$ cat src/rtl/pace_generator.sv
// Frame/step pace generator: divides enabled clocks into frames of DELAY+1 cycles
// and frames into steps of period+1 frames, with a saturating step counter.
module pace_generator #(
   parameter int unsigned DELAY_W     = 20,
   parameter int unsigned DELAY       = 833332,
   parameter int unsigned FRAME_W     = 4,
   parameter int unsigned PERIOD_INIT = 14,
   parameter int unsigned CNT_W       = 8
) (
   input  logic               clock,
   input  logic               resetn,
   input  logic               enable,
   input  logic               clr,
   input  logic               load,
   input  logic [FRAME_W-1:0] period_in,
   output logic               frame_tick,
   output logic               step,
   output logic [CNT_W-1:0]   step_count,
   output logic [FRAME_W-1:0] period
);

   localparam logic [DELAY_W-1:0] DELAY_RELOAD = DELAY_W'(DELAY);
   localparam logic [FRAME_W-1:0] PERIOD_RST   = FRAME_W'(PERIOD_INIT);

   logic [DELAY_W-1:0] delay_cnt;
   logic [FRAME_W-1:0] frame_cnt;

   logic frame_cycle;
   logic step_cycle;

   assign frame_cycle = enable && (delay_cnt == '0);
   assign step_cycle  = frame_cycle && (frame_cnt == '0);

   always_ff @(posedge clock or negedge resetn) begin
      if (!resetn) begin
         delay_cnt  <= DELAY_RELOAD;
         frame_cnt  <= PERIOD_RST;
         period     <= PERIOD_RST;
         step_count <= '0;
         frame_tick <= 1'b0;
         step       <= 1'b0;
      end else if (clr || load) begin
         // clr and load both restart the frame; load supplies the new period to
         // the frame counter directly so a combined clr+load uses the new value.
         delay_cnt  <= DELAY_RELOAD;
         frame_tick <= 1'b0;
         step       <= 1'b0;
         if (load) begin
            period    <= period_in;
            frame_cnt <= period_in;
         end else begin
            frame_cnt <= period;
         end
         if (clr) begin
            step_count <= '0;
         end
      end else begin
         frame_tick <= frame_cycle;
         step       <= step_cycle;
         if (enable) begin
            if (delay_cnt == '0) begin
               delay_cnt <= DELAY_RELOAD;
               if (frame_cnt == '0) begin
                  frame_cnt <= period;
               end else begin
                  frame_cnt <= frame_cnt - 1'b1;
               end
            end else begin
               delay_cnt <= delay_cnt - 1'b1;
            end
         end
         if (step_cycle && (step_count != '1)) begin
            step_count <= step_count + 1'b1;
         end
      end
   end

endmodule

$ cat config.mk
export PLATFORM = sky130hd
export DESIGN_NAME = pace_generator
export DESIGN_NICKNAME = d
export VERILOG_FILES = /design/src/rtl/pace_generator.sv
export SDC_FILE = /design/constraint.sdc
export NUM_CORES = 1
export LEC_CHECK = 0
export ABC_AREA = 1
export BUFFER_PORTS_ARGS = -buffer_cell sky130_fd_sc_hd__buf_2
export CAP_MARGIN = 40
export CORE_ASPECT_RATIO = 0.6
export CORE_MARGIN = 2
export CORE_UTILIZATION = 30
export CTS_CLUSTER_DIAMETER = 60
export DETAILED_ROUTE_END_ITERATION = 8
export GPL_ROUTABILITY_DRIVEN = 0
export PLACE_DENSITY = 0.56
export SLEW_MARGIN = 40
export SYNTH_ARGS = -nofsm -noshare
export SYNTH_HDL_FRONTEND = slang
export SYNTH_SLANG_ARGS = --single-unit
export TNS_END_PERCENT = 20
$ cat constraint.sdc
create_clock -name clock -period 1.71 [get_ports clock]
set_input_delay 0.171 -clock clock [delete_from_list [all_inputs] [get_ports clock]]
set_output_delay 0.171 -clock clock [all_outputs]
set_load 0.1 [all_outputs]
==> metrics.md, run 1 <==
| Metric | Value |
|---|---|
| Status | `finished clean` |
| Count leader, synth | `nand2_1` |
| Largest cells by area after synthesis | `dfrtp_1, dfstp_2, nand2_1` |
| Crit-path cells | `inv_2, ha_1, nand2_1, nor2_1, nand3_2, nor2_4, nand3_4, nand2_4, nand2_1, nand2_1` |
| Cell accounting for the most synthesized area | `dfrtp_1` |
| Worst Path Required | `1.93 ns` |
| Netlist cell types | `34` |
| Largest family of logic cells by synthesized area | `simple AND/OR/NAND/NOR gates` |
| R2R cell count | `10` |
| Skew-Pair Late Insertion Delay | `0.28 ns` |
| DIE AREA | `0.00809 mm²` |
| CTS max path bufs | `2` |
| Met1 WL | `2.85 mm` |
| CTS Root Cell | `clkbuf_16` |
| Remaining DRCs | `0` |
| Hold Path End | `period[3]$_DFFE_PN1N_` |
| Placed inst area | `~0.0025 mm²` |
| Vias | `1837` |
| Max-cap viol count | `0` |
| Power Total | `0.00222 W` |
| Mux cell area share after synthesis | `slightly above 1%` |
| CP Max Fanout | `7` |
| Post-Syn Area | `~0.0022 mm²` |
| Number of non-filler instances in the completed layout | `396` |
| R2r setup slk | `0.1 ns` |
| Crit Reg-Reg Endpoint | `step_count[4]$_DFFE_PN0P_` |
| Arr. time, crit path | `1.83 ns` |
| Hold Path Depth | `3` |
| Worst clock skew | `~0.0055 ns` |
| Post-synthesis xor/xnor area fraction | `5.55%` |
| Seq cells post-synth | `38` |
| Routed wl met2 | `1.87 mm` |
| Adder-cell share of the synthesized area | `around 2.3%` |
| Number of port buffers | `22` |
| Comb pwr share | `15.8%` |
| Core ar. | `0.00721 mm²` |
| Power Density | `833 mW/mm²` |
| Dpl cells | `around 380` |
| Switch share | `28.3%` |
| Worst Tran Pin Value | `0.493 ns` |
| Syn nets | `284` |
| Final setup fails | `0` |
| Initial antenna violation count | `0` |
| Setup CP Type | `flip-flop to flip-flop` |
| Die Ht | `just over 70 µm` |
| Clk pin slew, worst setup/hold paths | `approximately 0.060 ns` |
| TNS Setup | `0 ns` |
| WL met3 | `~190 µm` |
| Initial drt markers | `between 100 and 150` |
| Clk pwr share | `approximately two fifths` |
| Detailed-placement wirelength estimate | `~3.6 mm` |
| Synth-to-layout area growth | `20.6%` |
| Routed Antenna Nets | `0` |
| Clock Sinks | `38` |
| Vias in the first global route | `1696` |
| Setup WS post-layout | `0.0995 ns` |
| Routed len/inst | `12.5 µm` |
| Fin crit share | `a little over nine tenths` |
| Top Metal Used | `met4` |
| Post-Syn Instances | `271` |
| Slew Viols, Final | `0` |
| Cell Rows | `24` |
| Hold Vio Cnt, Final | `0` |
| Compound-cell area share of the yosys netlist | `under 10%` |
| Share of cells above drive strength 1 | `29.2%` |
| HP Class | `input pin to flip-flop` |
| Post-synth EDFFs | `0` |
| Final instance area | `0.00266 mm²` |
| Initial core utilization | `30.7%` |
| Cell Int Power | `about 0.0016 W` |
| Avg Inst Size Synth | `8.15 µm²` |
| Crit path time final | `1.61 ns` |
| DR pass1 iterations | `4` |
| Commonest cells post-synth | `nand2_1, nor2_1, nand3_1` |
| Dpl ws | `0.0912 ns` |
| Slowest CP cell | `dfrtp_1` |
| Worst Min Path Start | `period_in[3]` |
| Primary FF master, synth | `dfrtp_1` |
| N_diodes | `0` |
| Max Freq | `just over 0.6 GHz` |
| CTS buffer count | `5` |
| CP endpoint kind | `flip-flop` |
| Die width | `115 µm` |
| Critical Path Source Type | `flip-flop` |
| Flop pwr share | `44.2%` |
| Most used cell, CP | `nand2_1` |
| Slowest stage delay, CP | `0.39 ns` |
| Nets | `317` |
| LEAKAGE | `1.17 nW` |
| H-Tree Depth | `2` |
| Sequential area share after synthesis | `44.0%` |
| Asr flop ratio synth | `100%` |
| Total GRT Usage | `a little over an eighth` |
| Worst-case vdd ir drop | `0.468 mV` |
| Reg-to-Reg Start | `delay_cnt[0]$_DFFE_PN0P_` |
| Post-DR vias/cell | `4.64` |
| Largest net degree at the start of global routing | `39` |
| Post-Synth Simple-Gate Area | `~36%` |
| Synth top area share | `a little under a quarter` |
| Synth warn | `0` |
| Total gr overflow | `0` |
| Total Wirelength | `4.95 mm` |
| First-pass GRT wire length | `approximately 8.3 mm` |
| Slew HR | `67.3%` |
| Switch Pwr | `0.000627 W` |
| I/O pin count | `23` |
| CTS tree | `done` |
| RSZ-0062 raised after global routing | `yes` |
==> stage by stage <==
stage | util, % | hold slack, ns
5_1_grt | 37.0 | 0.140
2_1_floorplan | - | -0.125
3_5_place_dp | 34.2 | 0.163
6_report | 37.0 | 0.143
3_3_place_gp | 34.2 | 0.157
4_1_cts | 36.3 | 0.140
==> area by class of cell <==
| class | instances | area [µm²] |
|---|---|---|
| sequential | 38 | 986 |
| clock buffer | 8 | 136 |
| timing repair buffer | 28 | 170 |
| tap | 91 | 114 |
| fill | 746 | 4540 |
| multi-input combinational | 208 | 1160 |
| inverter | 23 | 93.8 |
==> cell families (layout without fill, tap and decap cells) <==
kind of cell,count (synthesis),after routing
multiplexers,2,2
buffers and inverters,26,59
adder cells (fa/ha/maj),4,4
XOR/XNOR,14,14
AO/OA/AOI/OAI,24,24
AND/OR/NAND/NOR,163,164
flip-flops,38,38
==> how the worst max path moves through the flow <==
stage	slack, ns	cells past startpoint	start	end
after detailed placement	0.09	10	delay_cnt[0]$_DFFE_PN0P_	step_count[4]$_DFFE_PN0P_
after CTS	0.07	10	delay_cnt[0]$_DFFE_PN0P_	step_count[4]$_DFFE_PN0P_
after global placement	0.11	10	delay_cnt[0]$_DFFE_PN0P_	step_count[4]$_DFFE_PN0P_
after global routing	-0.003	10	delay_cnt[0]$_DFFE_PN0P_	step_count[4]$_DFFE_PN0P_
after floorplan	0.003	5	step_count[7]$_DFFE_PN0P_	step_count[7]$_DFFE_PN0P_
final	0.1	10	delay_cnt[0]$_DFFE_PN0P_	step_count[4]$_DFFE_PN0P_
==> power by group through the flow <==
stage / combinational (W) / clock (W) / sequential [W]
2_1_floorplan: 0.000172 / 0 / 0.00107
3_3_place_gp: 0.000341 / 0 / 0.000994
3_5_place_dp: 0.000342 / 0 / 0.000995
4_1_cts: 0.000346 / 0.000922 / 0.000980
5_1_grt: 0.000391 / 0.000966 / 0.000984
6_report: 0.000350 / 0.000888 / 0.000980
==> critical path: cells and delay by family (launching register included) <==
kind,cells,cell delay (ns)
simple gates,8,0.90
flops,1,0.39
fa+ha+maj,1,0.18
buf+inv,1,0.09
==> per-layer routing <==
metal | GRT usage, % | vias to the layer above
met3 | 3.56 | 5
met5 | 0 | -
met1 | 21.3 | 847
li1 | - | 952
met4 | 3.61 | 0
met2 | 16.5 | 33
==> registers in the layout, summed over array words and instances, names as in the netlist <==
| register | flops |
|---|---|
| frame_tick | 1 |
| frame_cnt | 4 |
| step | 1 |
| delay_cnt | 20 |
| step_count | 8 |
| period | 4 |
==> cell usage in the layout, fill, tap and decap left out, types with 2 or more instances in the layout <==
master,n
nand4_1,4
nand2_4,3
clkbuf_16,5
inv_2,4
a21oi_1,3
nand2_1,62
o21ai_0,11
nand2_2,3
buf_4,4
nor2_2,4
o21ai_1,8
clkbuf_1,3
nand3_1,26
dfrtp_4,2
nor2_1,39
or2_1,3
dfrtp_1,14
nor3_1,4
xor2_1,11
ha_1,3
dfrtp_2,5
nor2_4,7
xnor2_1,3
mux2_2,2
inv_1,16
dfstp_2,17
buf_2,22
nand3_2,3
==> repair_timing <==
item	4_1_cts	5_1_grt
gates resized for setup	0	8
hold buffers	1	0
hold endpoints to repair	21	0
endpoints found under the setup margin	0	12
buffers inserted	0	2
No activity file was read; power rests on OpenSTA's default activity.
==> inputs of run 2 (changes only) <==
--- a/config.mk
+++ b/config.mk
@@ -14,7 +14,7 @@
 export CTS_CLUSTER_DIAMETER = 60
 export DETAILED_ROUTE_END_ITERATION = 8
 export GPL_ROUTABILITY_DRIVEN = 0
-export PLACE_DENSITY = 0.56
+export PLACE_DENSITY = 0.55
 export SLEW_MARGIN = 40
 export SYNTH_ARGS = -nofsm -noshare
 export SYNTH_HDL_FRONTEND = slang
==> run 2 against run 1 <==
Against the previous run:
- sequential share of layout area down 0.80 points
- combinational power about the same
- first-iteration DRC count down 0.98%
- cell count up 1.0%
- total power up 7.7%
- clock-buffer cell count down 1
- critical path depth unchanged
- final area up 2.2%
==> metrics.md, run 2 (synthesized netlist as in run 1, its figures left out) <==
| Metric | Value |
|---|---|
| Status | `finished clean (unchanged)` |
| H-Tree Depth | `2 (unchanged)` |
| Nets | `321 (was 317)` |
| Total Wirelength | `5.17 mm (was 4.95 mm)` |
| CTS tree | `done (unchanged)` |
| Power Density | `877 mW/mm² (was 833 mW/mm²)` |
| Slowest CP cell | `dfrtp_1 (unchanged)` |
| Commonest non-fill, non-tap cell in the layout | `nand2_1 (unchanged)` |
| Post-DR vias/cell | `4.74 (was 4.64)` |
| Setup WS post-layout | `0.0995 ns (about the same)` |
| CP endpoint kind | `flip-flop (unchanged)` |
| Initial antenna violation count | `0 (unchanged)` |
| Routed Antenna Nets | `0 (unchanged)` |
| Cell Rows | `24 (unchanged)` |
| Remaining DRCs | `0 (unchanged)` |
| Total gr overflow | `0 (unchanged)` |
| HP Class | `input pin to flip-flop (unchanged)` |
| Setup CP Type | `flip-flop to flip-flop (unchanged)` |
| Worst Min Path Start | `period_in[0] (was period_in[3])` |
| I/O pin count | `23 (unchanged)` |
| Clk pwr share | `44.2% (was 40.0%)` |
| DR pass1 iterations | `4 (unchanged)` |
| Cell Int Power | `0.00174 W (was 0.00159 W)` |
| Skew-Pair Late Insertion Delay | `0.29 ns (was 0.28 ns)` |
| Clock Sinks | `38 (unchanged)` |
| Arr. time, crit path | `1.83 ns (about the same)` |
| Slew HR | `65.7% (was 67.3%)` |
| Number of port buffers | `22 (unchanged)` |
| Die width | `115 µm (unchanged)` |
| Max-cap viol count | `0 (unchanged)` |
| CP Max Fanout | `7 (unchanged)` |
| Most used cell, CP | `nand2_1 (unchanged)` |
| Biggest regs | `delay_cnt x20, step_count x8 (unchanged)` |
| Worst path bufs/invs | `1 (unchanged)` |
| CTS max path bufs | `2 (unchanged)` |
| Slowest stage delay, CP | `0.39 ns (about the same)` |
| Detailed-placement wirelength estimate | `3.65 mm (was 3.57 mm)` |
| Routed len/inst | `12.9 µm (was 12.5 µm)` |
| CTS Root Cell | `clkbuf_16 (unchanged)` |
| Vias in the first global route | `1680 (was 1696)` |
| Largest Register | `delay_cnt (unchanged)` |
| First-pass GRT wire length | `8.49 mm (was 8.32 mm)` |
| Commonest non-fill, non-tap cells in the layout | `nand2_1, nor2_1, nand3_1 (unchanged)` |
| Total GRT Usage | `13.7% (was 13.2%)` |
| R2r setup slk | `0.1 ns (about the same)` |
| Cell family with most CP delay | `simple AND/OR/NAND/NOR gates (unchanged)` |
| Hold Vio Cnt, Final | `0 (unchanged)` |
| Slew Viols, Final | `0 (unchanged)` |
| Worst-case vdd ir drop | `0.381 mV (was 0.468 mV)` |
| Switch share | `27.3% (was 28.3%)` |
| LEAKAGE | `1.20 nW (was 1.17 nW)` |
| Worst clock skew | `0.00386 ns (was 0.00545 ns)` |
| Max reg flops | `20 (unchanged)` |
| Vias | `1894 (was 1837)` |
| Clk pin slew, worst setup/hold paths | `0.06 ns (about the same)` |
| Final setup fails | `0 (unchanged)` |
| Max Freq | `0.621 GHz (about the same)` |
| Core ar. | `0.00721 mm² (unchanged)` |
| Initial drt markers | `101 (was 102)` |
| Initial core utilization | `30.7% (unchanged)` |
| N_diodes | `0 (unchanged)` |
| Reg-to-Reg Start | `delay_cnt[0]$_DFFE_PN0P_ (unchanged)` |
| Dpl ws | `0.0515 ns (was 0.0912 ns)` |
| Comb pwr share | `14.7% (was 15.8%)` |
| Worst Tran Pin Value | `0.514 ns (was 0.493 ns)` |
| Synth-to-layout area growth | `23.2% (was 20.6%)` |
| Crit path time final | `1.61 ns (about the same)` |
| Largest net degree at the start of global routing | `39 (unchanged)` |
| Critical Path Source Type | `flip-flop (unchanged)` |
| CTS buffer count | `5 (unchanged)` |
| Crit-path cells | `inv_2, ha_2, nand2_1, nor2_2, nand3_4, nor2_4, nand3_4, nand2_4, nand2_1, nand2_1 (was inv_2, ha_1, nand2_1, nor2_1, nand3_2, nor2_4, nand3_4, nand2_4, nand2_1, nand2_1)` |
| Worst Path Required | `1.93 ns (about the same)` |
| Fin crit share | `94.2% (about the same)` |
| Switch Pwr | `0.000653 W (was 0.000627 W)` |
| DIE AREA | `0.00809 mm² (unchanged)` |
| Die Ht | `70.5 µm (unchanged)` |
| Hold WS | `0.134 ns (was 0.143 ns)` |
| Share of cells above drive strength 1 | `31.4% (was 29.2%)` |
| Crit. Startpoint | `delay_cnt[0]$_DFFE_PN0P_ (unchanged)` |
| Flop pwr share | `41.1% (was 44.2%)` |
==> run 2: path summary, 6_finish.rpt <==
path,endpoint,cells past startpoint
worst max-delay path,step_count[4]$_DFFE_PN0P_,10
max in group asynchronous,step_count[0]$_DFFE_PN0P_,3
worst min register to register,delay_cnt[19]$_DFFE_PN1P_,2
min in group asynchronous,delay_cnt[11]$_DFFE_PN0P_,3
worst min-delay path,period[0]$_DFFE_PN0N_,2
worst max register to register,step_count[4]$_DFFE_PN0P_,10
==> run 2: timing repair <==
item,4_1_cts,5_1_grt
setup endpoints to repair,0,15
resized for setup,0,12
hold endpoints to repair,21,0
hold buffers,1,0
buffers inserted,0,5
==> run 2: layout make-up <==
cell class	instances	area, µm²
Clock buffer	7	133
Inverter	23	91.3
Tap cell	91	114
Clock inverter	1	30.0
Timing Repair Buffer	32	188
Multi-Input combinational cell	208	1180
Fill cell	763	4480
Sequential cell	38	986
==> run 2: worst reg2reg max path, cell delays in order (launching register included) <==
cell     delay, ns
dfrtp_1       0.39
inv_2         0.08
ha_2          0.18
nand2_1       0.07
nor2_2        0.15
nand3_4       0.11
nor2_4        0.17
nand3_4       0.12
nand2_4       0.13
nand2_1       0.07
nand2_1       0.06
==> run 2: stage by stage <==
step	TNS, ns	std cells	cell area [µm²]	utilization (%)	total power (W)
3_5_place_dp	0	385	2460	34.2	0.00133
6_report	0	400	2720	37.8	0.00239
5_1_grt	-0.0537	400	2720	37.8	0.00252
4_1_cts	0	394	2640	36.6	0.00242
3_3_place_gp	0	385	2460	34.2	0.00133
2_1_floorplan	0	271	2240	-	0.00125
==> run 2: power by group through the flow <==
stage	clock, W	sequential [W]	combinational, W
6_report	0.00106	0.000981	0.000352
5_1_grt	0.00114	0.000986	0.000391
4_1_cts	0.00110	0.000981	0.000342
3_5_place_dp	0	0.000996	0.000339
3_3_place_gp	0	0.000994	0.000338
2_1_floorplan	0	0.00107	0.000172
==> run 2: layer usage <==
metal | track usage, % | part of all wire, % | vias up
met3 | 3.91 | 4.3 | 8
met2 | 16.8 | 38 | 33
met1 | 21.8 | 57 | 897
met4 | 4.82 | 1.3 | 0
met5 | 0 | 0 | -
li1 | - | - | 956
